--- src/rtl/logic_unit_arbiter.sv ---
`default_nettype none
// ============================================================================
// Module   : logic_unit_arbiter (plus gate leaves and8, or8, xor8, nor8,
//            nand8, xnor8, not8)
// Purpose  : Shares one bitwise logic unit between two requesters
//            (0: ALU path, 1: mask/address path). Round-robin grant,
//            operand capture, registered result on a single response
//            channel tagged with the owning requester.
// Ports    : clk, rst            clock, synchronous active-high reset
//            req_valid[1:0]      per-requester request valid
//            req_ready[1:0]      per-requester accept (one-hot or zero)
//            req{0,1}_op/a/b     per-requester opcode and operands
//            rsp_valid/rsp_ready response handshake
//            rsp_id, rsp_y       owning requester, result
//            rsp_zero/rsp_parity result flags
// Macro    : LOGIC_ARB_FLAGS_EN  registers rsp_zero/rsp_parity; when not
//            defined both flags are tied 0 (ports kept).
// Revision : 1.0  initial release
// ============================================================================

module and8 #(parameter int WIDTH = 8) (
  input  logic [WIDTH-1:0] a,
  input  logic [WIDTH-1:0] b,
  output logic [WIDTH-1:0] y
);
  assign y = a & b;
endmodule

module or8 #(parameter int WIDTH = 8) (
  input  logic [WIDTH-1:0] a,
  input  logic [WIDTH-1:0] b,
  output logic [WIDTH-1:0] y
);
  assign y = a | b;
endmodule

module xor8 #(parameter int WIDTH = 8) (
  input  logic [WIDTH-1:0] a,
  input  logic [WIDTH-1:0] b,
  output logic [WIDTH-1:0] y
);
  assign y = a ^ b;
endmodule

module nor8 #(parameter int WIDTH = 8) (
  input  logic [WIDTH-1:0] a,
  input  logic [WIDTH-1:0] b,
  output logic [WIDTH-1:0] y
);
  assign y = ~(a | b);
endmodule

module nand8 #(parameter int WIDTH = 8) (
  input  logic [WIDTH-1:0] a,
  input  logic [WIDTH-1:0] b,
  output logic [WIDTH-1:0] y
);
  assign y = ~(a & b);
endmodule

module xnor8 #(parameter int WIDTH = 8) (
  input  logic [WIDTH-1:0] a,
  input  logic [WIDTH-1:0] b,
  output logic [WIDTH-1:0] y
);
  assign y = ~(a ^ b);
endmodule

module not8 #(parameter int WIDTH = 8) (
  input  logic [WIDTH-1:0] a,
  output logic [WIDTH-1:0] y
);
  assign y = ~a;
endmodule

module logic_unit_arbiter #(
  parameter int WIDTH   = 8,
  parameter int RR_INIT = 0
) (
  input  logic             clk,
  input  logic             rst,
  input  logic [1:0]       req_valid,
  output logic [1:0]       req_ready,
  input  logic [2:0]       req0_op,
  input  logic [WIDTH-1:0] req0_a,
  input  logic [WIDTH-1:0] req0_b,
  input  logic [2:0]       req1_op,
  input  logic [WIDTH-1:0] req1_a,
  input  logic [WIDTH-1:0] req1_b,
  output logic             rsp_valid,
  input  logic             rsp_ready,
  output logic             rsp_id,
  output logic [WIDTH-1:0] rsp_y,
  output logic             rsp_zero,
  output logic             rsp_parity
);

  typedef enum logic [1:0] {
    ST_IDLE = 2'd0,
    ST_EXEC = 2'd1,
    ST_RESP = 2'd2
  } state_t;

  state_t           r_state;
  state_t           w_state_next;
  logic             r_prio;
  logic             r_id;
  logic [2:0]       r_op;
  logic [WIDTH-1:0] r_a;
  logic [WIDTH-1:0] r_b;
  logic             r_rsp_id;
  logic [WIDTH-1:0] r_rsp_y;

  logic             w_grant;
  logic             w_accept;
  logic [WIDTH-1:0] w_and;
  logic [WIDTH-1:0] w_or;
  logic [WIDTH-1:0] w_xor;
  logic [WIDTH-1:0] w_nor;
  logic [WIDTH-1:0] w_nand;
  logic [WIDTH-1:0] w_xnor;
  logic [WIDTH-1:0] w_not;
  logic [WIDTH-1:0] w_result;

  // Contention goes to the priority holder; a lone requester simply wins.
  assign w_grant  = (req_valid == 2'b11) ? r_prio : req_valid[1];
  // Reset masks the accept so nothing is handshaken in a reset cycle.
  assign w_accept = (r_state == ST_IDLE) && (|req_valid) && !rst;
  assign req_ready = w_accept ? (w_grant ? 2'b10 : 2'b01) : 2'b00;

  and8  #(.WIDTH(WIDTH)) u_and  (.a(r_a), .b(r_b), .y(w_and));
  or8   #(.WIDTH(WIDTH)) u_or   (.a(r_a), .b(r_b), .y(w_or));
  xor8  #(.WIDTH(WIDTH)) u_xor  (.a(r_a), .b(r_b), .y(w_xor));
  nor8  #(.WIDTH(WIDTH)) u_nor  (.a(r_a), .b(r_b), .y(w_nor));
  nand8 #(.WIDTH(WIDTH)) u_nand (.a(r_a), .b(r_b), .y(w_nand));
  xnor8 #(.WIDTH(WIDTH)) u_xnor (.a(r_a), .b(r_b), .y(w_xnor));
  not8  #(.WIDTH(WIDTH)) u_not  (.a(r_a), .y(w_not));

  always_comb begin
    w_result = r_a;
    case (r_op)
      3'b000:  w_result = w_and;
      3'b001:  w_result = w_or;
      3'b010:  w_result = w_xor;
      3'b011:  w_result = w_nor;
      3'b100:  w_result = w_nand;
      3'b101:  w_result = w_xnor;
      3'b110:  w_result = w_not;
      default: w_result = r_a;
    endcase
  end

  always_comb begin
    w_state_next = r_state;
    case (r_state)
      ST_IDLE: if (w_accept) w_state_next = ST_EXEC;
      ST_EXEC: w_state_next = ST_RESP;
      ST_RESP: if (rsp_ready) w_state_next = ST_IDLE;
      default: w_state_next = ST_IDLE;
    endcase
  end

  always_ff @(posedge clk) begin
    if (rst) begin
      r_state  <= ST_IDLE;
      r_prio   <= 1'(RR_INIT);
      r_id     <= 1'b0;
      r_op     <= 3'd0;
      r_a      <= '0;
      r_b      <= '0;
      r_rsp_id <= 1'b0;
      r_rsp_y  <= '0;
    end else begin
      r_state <= w_state_next;
      if (w_accept) begin
        r_id   <= w_grant;
        r_op   <= w_grant ? req1_op : req0_op;
        r_a    <= w_grant ? req1_a  : req0_a;
        r_b    <= w_grant ? req1_b  : req0_b;
        r_prio <= ~w_grant;
      end
      // The response id is loaded with the result so it never changes
      // under an in-flight response when the next request is captured.
      if (r_state == ST_EXEC) begin
        r_rsp_y  <= w_result;
        r_rsp_id <= r_id;
      end
    end
  end

  assign rsp_valid = (r_state == ST_RESP);
  assign rsp_id    = r_rsp_id;
  assign rsp_y     = r_rsp_y;

`ifdef LOGIC_ARB_FLAGS_EN
  logic r_zero;
  logic r_parity;

  always_ff @(posedge clk) begin
    if (rst) begin
      r_zero   <= 1'b0;
      r_parity <= 1'b0;
    end else if (r_state == ST_EXEC) begin
      r_zero   <= (w_result == '0);
      r_parity <= ^w_result;
    end
  end

  assign rsp_zero   = r_zero;
  assign rsp_parity = r_parity;
`else
  assign rsp_zero   = 1'b0;
  assign rsp_parity = 1'b0;
`endif

endmodule

`default_nettype wire

--- config.mk ---
export PLATFORM = sky130hd
export DESIGN_NAME = logic_unit_arbiter
export DESIGN_NICKNAME = d
export VERILOG_FILES = /design/src/rtl/logic_unit_arbiter.sv
export SDC_FILE = /design/constraint.sdc
export NUM_CORES = 1
export LEC_CHECK = 0
export ABC_AREA = 1
export BUFFER_PORTS_ARGS = -buffer_cell sky130_fd_sc_hd__buf_2
export CAP_MARGIN = 40
export CORE_AREA = 2 2 65 97
export CTS_BUF_LIST = sky130_fd_sc_hd__clkbuf_2
export DETAILED_ROUTE_END_ITERATION = 6
export DIE_AREA = 0 0 67 99
export GPL_TIMING_DRIVEN = 0
export MAX_ROUTING_LAYER = met4
export PLACE_DENSITY = 0.66
export SETUP_SLACK_MARGIN = 0.02
export SYNTH_ARGS = -nofsm -noshare
export SYNTH_HDL_FRONTEND = slang
export SYNTH_SLANG_ARGS = --single-unit
--- constraint.sdc ---
create_clock -name clk -period 2.6 [get_ports clk]
set_clock_uncertainty 0.1 [all_clocks]
set_input_delay 0.13 -clock clk [delete_from_list [all_inputs] [get_ports clk]]
set_output_delay 0.13 -clock clk [all_outputs]
set_load 0.05 [all_outputs]
## Yosys cells after proc, flatten, opt, wreduce, memory -nomap -nowiden

Cells that the tools add are included.

- Eq/ne operators: 11
- Muxes and demuxes: 10
- Bitwise operators: 8
- Reduce and logical (&&, ||, !) cells: 7

Operator list:

| kind | count |
|---|---|
| case mux 8 bit (7 select lines) | 1 |
| NOT 8 bit | 4 |
| two-way mux 8 bit | 2 |
| == test 3 bit (second input constant) | 3 |
| bitwise AND 8 bit | 1 |
| two-way mux 2 bit | 4 |
| OR 8 bit | 1 |
| XOR 8 bit | 1 |
| == test 3 x 2 -> 1 bit (second input constant) | 2 |
| case mux 2 bit (3 select lines) | 1 |
| == test 2 bit (second input constant) | 2 |
| == test 3 x 1 -> 1 bit (second input constant) | 1 |
| zero test 3 bit | 1 |
| two-way mux 3 bit | 1 |
| == test 2 x 1 -> 1 bit (second input constant) | 1 |
| logical AND 1 bit | 2 |
| zero test 2 bit | 1 |
| inequality test 2 x 1 -> 1 bit (second input constant) | 1 |
| inequality test 2 bit (second input constant) | 1 |
| AND reduction 2 bit | 1 |
| OR reduction 2 bit | 1 |
| zero test 1 bit | 1 |
| two-way mux 1 bit | 1 |
| NOT 1 bit | 1 |

- Register bits: 32
- Input bits: 43
- Output and inout port bits: 14
- Logic and storage cells: 44

## Logic depth before layout (Yosys ltp)

Gate-level depths: netlist (run 1).

- Depth in word-level cells: 5
- Depth in mapped cells: 10
- Mapped depth without buffers: 9

## By module

A second synthesis (run 1) with hierarchy kept.

- Cells, all modules: 492
- Area total of the unflattened synthesis: 2,655.0 µm²

Modules (own cells, without submodules):

| module | times used | cells an instance | area each (µm²) |
|---|---|---|---|
| logic_unit_arbiter | 1 | 348 | 2,114.5 |
| xnor8 | 1 | 40 | 150.1 |
| xor8 | 1 | 40 | 150.1 |
| or8 | 1 | 24 | 90.1 |
| and8 | 1 | 16 | 60.1 |
| nand8 | 1 | 8 | 30.0 |
| nor8 | 1 | 8 | 30.0 |
| not8 | 1 | 8 | 30.0 |

## Worst setup path after synthesis (run 1)

Ideal clock, no wire load.

- Kind: register -> output
- From: register r_state[0]
- To: output port req_ready[0]
- Arrival time: 1.582 ns
- Data required time: 2.370 ns
- Slack: 0.788 ns
- Stages on the path, launching flop included: 5
- Cells stage by stage: dfxtp_1 -> nor3_1 -> nand2_1 -> buf_2 -> a21oi_1

- Longest elaborated chain between the ends: 4

RTL lines:

| element | RTL line | source |
|---|---|---|
| from (decl) | 104 | `state_t r_state;` |
| from (signal assigned) | 174 | `r_state <= w_state_next;` |
| zero test 2 bit | 128 | `assign w_accept = (r_state == ST_IDLE) && (\|req_valid) && !rst;` |
| logical AND 1 bit (2 in series) | 128 |  |
| two-way mux 2 bit | 129 | `assign req_ready = w_accept ? (w_grant ? 2'b10 : 2'b01) : 2'b00;` |
| to (decl) | 83 | `output logic [1:0] req_ready,` |

Every way passes these cells.

## Final worst setup path (run 1)

Ends and elaborated chain as after synthesis.

==> flow_metrics.py, run 1 <==
metrics = {
    "logic_synthesis": {
        "synthArstFlopShare_pct": 0,
        "netlist_top_cells_area": "dfxtp_1 26%, nand2_1 20%, ha_1 8.1%",
        "synthSimpleGateAreaFrac_pct": 42.8,
        "netlist_area_um2": 2480,
        "synth_top_family_by_area": "simple AND/OR/NAND/NOR gates",
        "syn_avg_cell_area_um2": 6.35,
        "synth_cells": 390,
        "synth_top_cells_by_count": "134 x nand2_1, 37 x inv_1, 36 x a21oi_1, 35 x nand3_1, 32 x dfxtp_1",
        "synth_top_area_cell": "dfxtp_1",
        "synth_edf_count": 0,
        "synth_compound_area_share_pct": 10.4,
        "ys_types": 23,
        "synth_most_common_cell": "nand2_1",
        "synth-xor-area-share_pct": 0,
        "yosys_most_used_dff": "dfxtp_1",
        "synth_top_area_share_pct": 25.9,
        "synth_seq_cells": 32,
        "yosysSeqAreaShare_pct": 25.9,
        "synthAdderAreaFrac_pct": 8.08,
        "synth.mux.area_fraction_pct": 0,
        "yosys_warnings": 0,
    },
    "clocking": {
        "ctsLongestPathBuffers": 2,
        "htreeDepth": 2,
        "cts.repair.resized": 0,
        "cts_buffers": 5,
        "cts_tree": "yes",
        "cts-root-buf": "clkbuf_2",
        "insertion_delay_ps": 410,
        "numClockSinks": 32,
        "clk_pin_slew_worst_paths_ps": 210,
    },
    "final_layout": {
        "nets": 543,
        "area_growth_pct": 30.5,
        "n_fill_cell": 592,
        "layoutNonFillerInstCount": 557,
        "final_area_um2": 3230,
        "drive_gt1_share_pct": 20.8,
        "antennaDiodeCount": 0,
        "post-route-util_pct": 55.9,
        "seq_area_um2": 641,
        "multi_input_area_um2": 1530,
    },
    "route": {
        "vias_per_cell": 5.11,
        "drt_iter0_drc": 155,
        "finalWirelength_mm": 7.36,
        "drt-pass1-iter-count": 5,
        "vias": 2849,
        "drc": 0,
        "wl_per_cell_um": 13.2,
        "antenna_left": 0,
    },
    "place": {
        "placedInstanceArea_um2": 2840,
        "portBuffers": 54,
        "gp_congestion": 0.880,
        "placedCellCount": 517,
        "hpwl_mm": 5.09,
    },
    "pwr": {
        "internal_power_mw": 0.857,
        "seqPwrFrac_pct": 40.1,
        "p_total_mw": 1.36,
        "ir_drop_v": 0.000299,
        "leakage_nw": 1.64,
        "power_frac_clock_pct": 27.7,
        "sw_frac_of_total_pct": 36.9,
        "switching_power_mw": 0.501,
        "power_density_nw_per_um2": 420,
        "power_frac_comb_pct": 32.2,
    },
    "worst_setup_path": {
        "r2r_start": "r_prio",
        "crit_start": "r_state[0]",
        "required_ps": 2370,
        "start_kind": "register",
        "arrival_ps": 1820,
        "crit_type": "reg -> out",
        "critPathCaptureType": "primary output",
        "path_max_fanout": 10,
    },
    "run": {
        "maxCapViolations": 0,
    },
    "global_routing": {
        "antenna_found_initial": 0,
        "grt_max_degree": 13,
        "grt_pass1_vias": 2738,
        "grt_use_total_pct": 24.2,
        "grt_overflow": 0,
        "grt_pass1_wl_mm": 12.2,
    },
    "timing": {
        "min_period_ps": 2050,
        "rsz0062_at_grt": "no",
        "whs_ps": -13.2,
        "slew_violations": 0,
        "worst_slew_pin_slew_ps": 706,
        "fmax_mhz": 489,
        "finalSetupViolCount": 0,
        "setup-tns-final_ps": 0,
        "post-route-period-util_pct": 78.7,
        "final_hold_viol_count": 7,
        "max_slew_margin_pct": 52.9,
    },
    "floorplan": {
        "rows": 34,
        "ios": 57,
        "die_y_um": 99,
        "start_util_pct": 42.8,
        "fp.coreArea_um2": 5790,
        "die_x_um": 67,
        "dieArea_um2": 6630,
    },
    "hold_path": {
        "hold_class": "in -> reg",
        "worstHoldStart": "req1_a[0]",
    },
    "status": {
        "outcome": "finished with violations",
        "violations": "negative hold slack",
    },
}
[cell type report]
| type | instances | share of cell area (%) |
|---|---|---|
| sequential | 32 | 19.8 |
| inverter | 39 | 4.68 |
| clock buffer | 5 | 0.774 |
| tap | 72 | 2.79 |
| timing repair buffer | 86 | 18.3 |
| clock inverter | 3 | 1.43 |
| buffer | 28 | 5.03 |
| multi-input combinational | 292 | 47.2 |
[placed cells by master (no fill, tap or decap)]
cell type / n
inv_6: 2
conb_1: 2
clkbuf_1: 9
buf_2: 61
a21oi_2: 8
ha_1: 16
inv_1: 37
a21oi_1: 36
nor2_1: 20
nand4_1: 19
nor3_1: 1
bufinv_16: 1
buf_6: 1
dfxtp_1: 32
nand3_2: 10
clkbuf_2: 5
dlygate4sd3_1: 32
buf_4: 8
nand3_1: 35
inv_2: 1
nor2_4: 2
buf_8: 1
nand3b_1: 8
nand2_1: 134
buf_1: 2
clkinvlp_4: 1
a211oi_1: 1
[path summary, 6_finish.rpt]
path	end	slack [ps]	depth (start not counted)
min	r_a[0]	-10	5
max reg2reg	r_b[2]	640	9
min reg2reg	rsp_id	380	2
max	req_ready[0]	550	5
[routing by layer]
| layer | global-route usage (%) | wire, um | up-vias |
|---|---|---|---|
| li1 | - | - | 1445 |
| met1 | 25.1 | 2810 | 1266 |
| met2 | 45.5 | 4010 | 125 |
| met3 | 1.71 | 378 | 13 |
| met4 | 9.42 | 157 | 0 |
| met5 | - | 0 | - |
[registers in the layout (all words and copies together), names as in the netlist]
| name | cells |
|---|---|
| r_a | 8 |
| r_b | 8 |
| r_id | 1 |
| r_op | 3 |
| r_prio | 1 |
| r_state | 2 |
| rsp_id | 1 |
| rsp_y | 8 |
[power by group through the flow]
stage | clock network (mW) | logic (mW) | registers (mW)
detailed placement | 0 | 0.384 | 0.555
global placement | 0 | 0.380 | 0.554
global route | 0.391 | 0.484 | 0.549
floorplan | 0 | 0.263 | 0.564
finish | 0.376 | 0.438 | 0.545
CTS | 0.374 | 0.431 | 0.545
[repair_timing]
action / CTS / global route
hold endpoints to repair: 21 / 0
buffers inserted: 0 / 0
hold buffers: 32 / 0
[per-stage QoR]
stage | hold WS [ps] | setup slack, ps
3_5_place_dp | 282 | 1010
3_3_place_gp | 276 | 1010
2_1_floorplan | 108 | 788
4_1_cts | 2.53 | 539
6_report | -13.2 | 554
5_1_grt | 26.1 | 391
[cell families (layout without fill, tap and decap cells)]
group	count (synthesis)	in the layout
other	1	2
AOI/OAI and AO/OA	45	45
DFF	32	32
buffers and inverters	67	161
and+or+nand+nor	229	229
adders and majority gates	16	16
[worst max-delay path: stages, from the launching register on]
cell,delay [ps]
dfxtp_1,380
nor3_1,180
nand2_1,200
buf_2,250
a21oi_1,120
buf_2,270
Power figures use the tool's default switching activity.
==> run 2, diff against run 1 <==
- clock period: 2.6 -> 2.05 ns (I/O delays scaled with it)
==> run 2 against run 1 <==
The flow now finishes without violations. Power is 29% higher. First-iteration DRC count is 25% higher. Register-to-register slack worse by 440 ps. Hold slack better by 110 ps. Non-clock buffer count is 8 higher. Core utilization is 1.6 points higher. Wire length is 1.3% higher. Clock power is 27% higher. Via count is 0.77% higher. Largest power group unchanged.
==> flow_metrics.py, run 2 (synthesis gave the netlist of run 1 again) <==
metrics = {
    "floorplan": {
        "die_y_um": 99,
        "die_x_um": 67,
        "start_util_pct": 42.8,
        "dieArea_um2": 6630,
        "fp.coreArea_um2": 5790,
        "rows": 34,
        "ios": 57,
    },
    "clocking": {
        "numClockSinks": 32,
        "htreeDepth": 2,
        "insertion_delay_ps": 410,
        "ctsLongestPathBuffers": 2,
        "clk_pin_slew_worst_paths_ps": 210,
        "cts_setup_buffers": 0,
        "cts_buffers": 5,
        "cts_tree": "yes",
        "cts-root-buf": "clkbuf_2",
    },
    "global_routing": {
        "grt_pass1_vias": 2787,
        "grt_pass1_wl_mm": 12.4,
        "grt_max_degree": 13,
        "grt_use_total_pct": 24.7,
        "antenna_found_initial": 0,
        "grt_overflow": 0,
    },
    "worst_setup_path": {
        "crit_type": "reg -> out",
        "crit_path_max_incr_delay_ps": 380,
        "required_ps": 1850,
        "arrival_ps": 1800,
        "slowest_stage": "dfxtp_1",
        "path_max_fanout": 10,
        "cp_num_buf_inv": 2,
        "start_kind": "register",
        "path_cells": "nor3_1, nand2_2, buf_2, a21oi_1, buf_4",
        "crit_family": "buffers and inverters",
        "critPathCaptureType": "primary output",
    },
    "route": {
        "wl_per_cell_um": 13.2,
        "drt_iter0_drc": 193,
        "drc": 0,
        "vias": 2871,
        "vias_per_cell": 5.08,
        "drt-pass1-iter-count": 5,
        "antenna_left": 0,
        "finalWirelength_mm": 7.46,
    },
    "timing": {
        "finalSetupViolCount": 0,
        "rsz0062_at_grt": "yes",
        "slew_violations": 0,
        "post-route-period-util_pct": 97.8,
        "fmax_mhz": 499,
        "max_slew_margin_pct": 52.7,
        "min_period_ps": 2000,
        "worst_slew_pin_slew_ps": 710,
        "final_hold_viol_count": 0,
    },
    "place": {
        "hpwl_mm": 5.09,
        "gp_congestion": 0.880,
        "portBuffers": 54,
        "placedInstanceArea_um2": 2840,
        "placedCellCount": 517,
    },
    "final_layout": {
        "mostFrequentLayoutCells": "133 x nand2_1, 59 x buf_2, 40 x dlygate4sd3_1",
        "nets": 551,
        "antennaDiodeCount": 0,
        "final_area_um2": 3320,
        "area_growth_pct": 34.2,
        "layoutNonFillerInstCount": 565,
        "final_common_cell": "nand2_1",
        "drive_gt1_share_pct": 21.3,
    },
    "hold_path": {
        "hold_class": "in -> reg",
    },
    "run": {
        "maxCapViolations": 0,
    },
    "pwr": {
        "power_density_nw_per_um2": 526,
        "ir_drop_v": 0.000382,
        "leakage_nw": 1.68,
    },
    "status": {
        "outcome": "complete, no violations",
    },
}
## run 2: tightest hold or removal path: stages
cell     delay, ps
buf_2          130
nor3_1          70
nand2_2        140
a21oi_1         90
nor2_1          70
## run 2: per-stage QoR
step                      power (mW)  worst slack (ps)  util [%]  TNS (ps)  hold slack (ps)
after floorplan                 1.05               265         -         0             81.0
after global placement          1.18               462      49.1         0              248
after detailed placement        1.19               460      49.1         0              254
after CTS                       1.73              16.8      57.2         0              118
after global routing            1.84             -56.4      57.4     -77.6              140
final                           1.75              45.7      57.4         0             99.6
## run 2: layer usage
layer | part of all wire, % | global-route usage, %
met1 | 38 | 25.5
met2 | 54 | 45.5
met3 | 4.2 | 1.83
met4 | 3.5 | 11.8
met5 | 0 | -
## run 2: final timing paths
check              from      endpoint  slack (ps)  depth (start not counted)
max          r_state[0]  req_ready[0]          50                          5
min                 rst          r_id         100                          5
max reg2reg      r_prio        r_a[6]         200                          9
min reg2reg      rsp_id        rsp_id         380                          2
## run 2: final cells by class
class | instances | area [um2]
Tap cell | 72 | 90.1
Multi-Input combinational cell | 292 | 1530
Buffer | 28 | 166
Inverter | 39 | 151
Timing Repair Buffer | 94 | 676
Clock buffer | 5 | 25.0
Clock inverter | 3 | 46.3
Sequential cell | 32 | 641
Fill cell | 579 | 2460
## run 2: timing repair
item	4_1_cts	5_1_grt
hold endpoints to repair	21	0
endpoints found under the setup margin	1	21
hold buffers	40	0
gates cloned	0	0
gates resized for setup	0	10
## run 2: power by group
part           total, mW  switching, mW  internal [mW]
Combinational      0.581          0.343          0.238
Clock              0.477          0.267          0.210
Sequential         0.691         0.0308          0.660
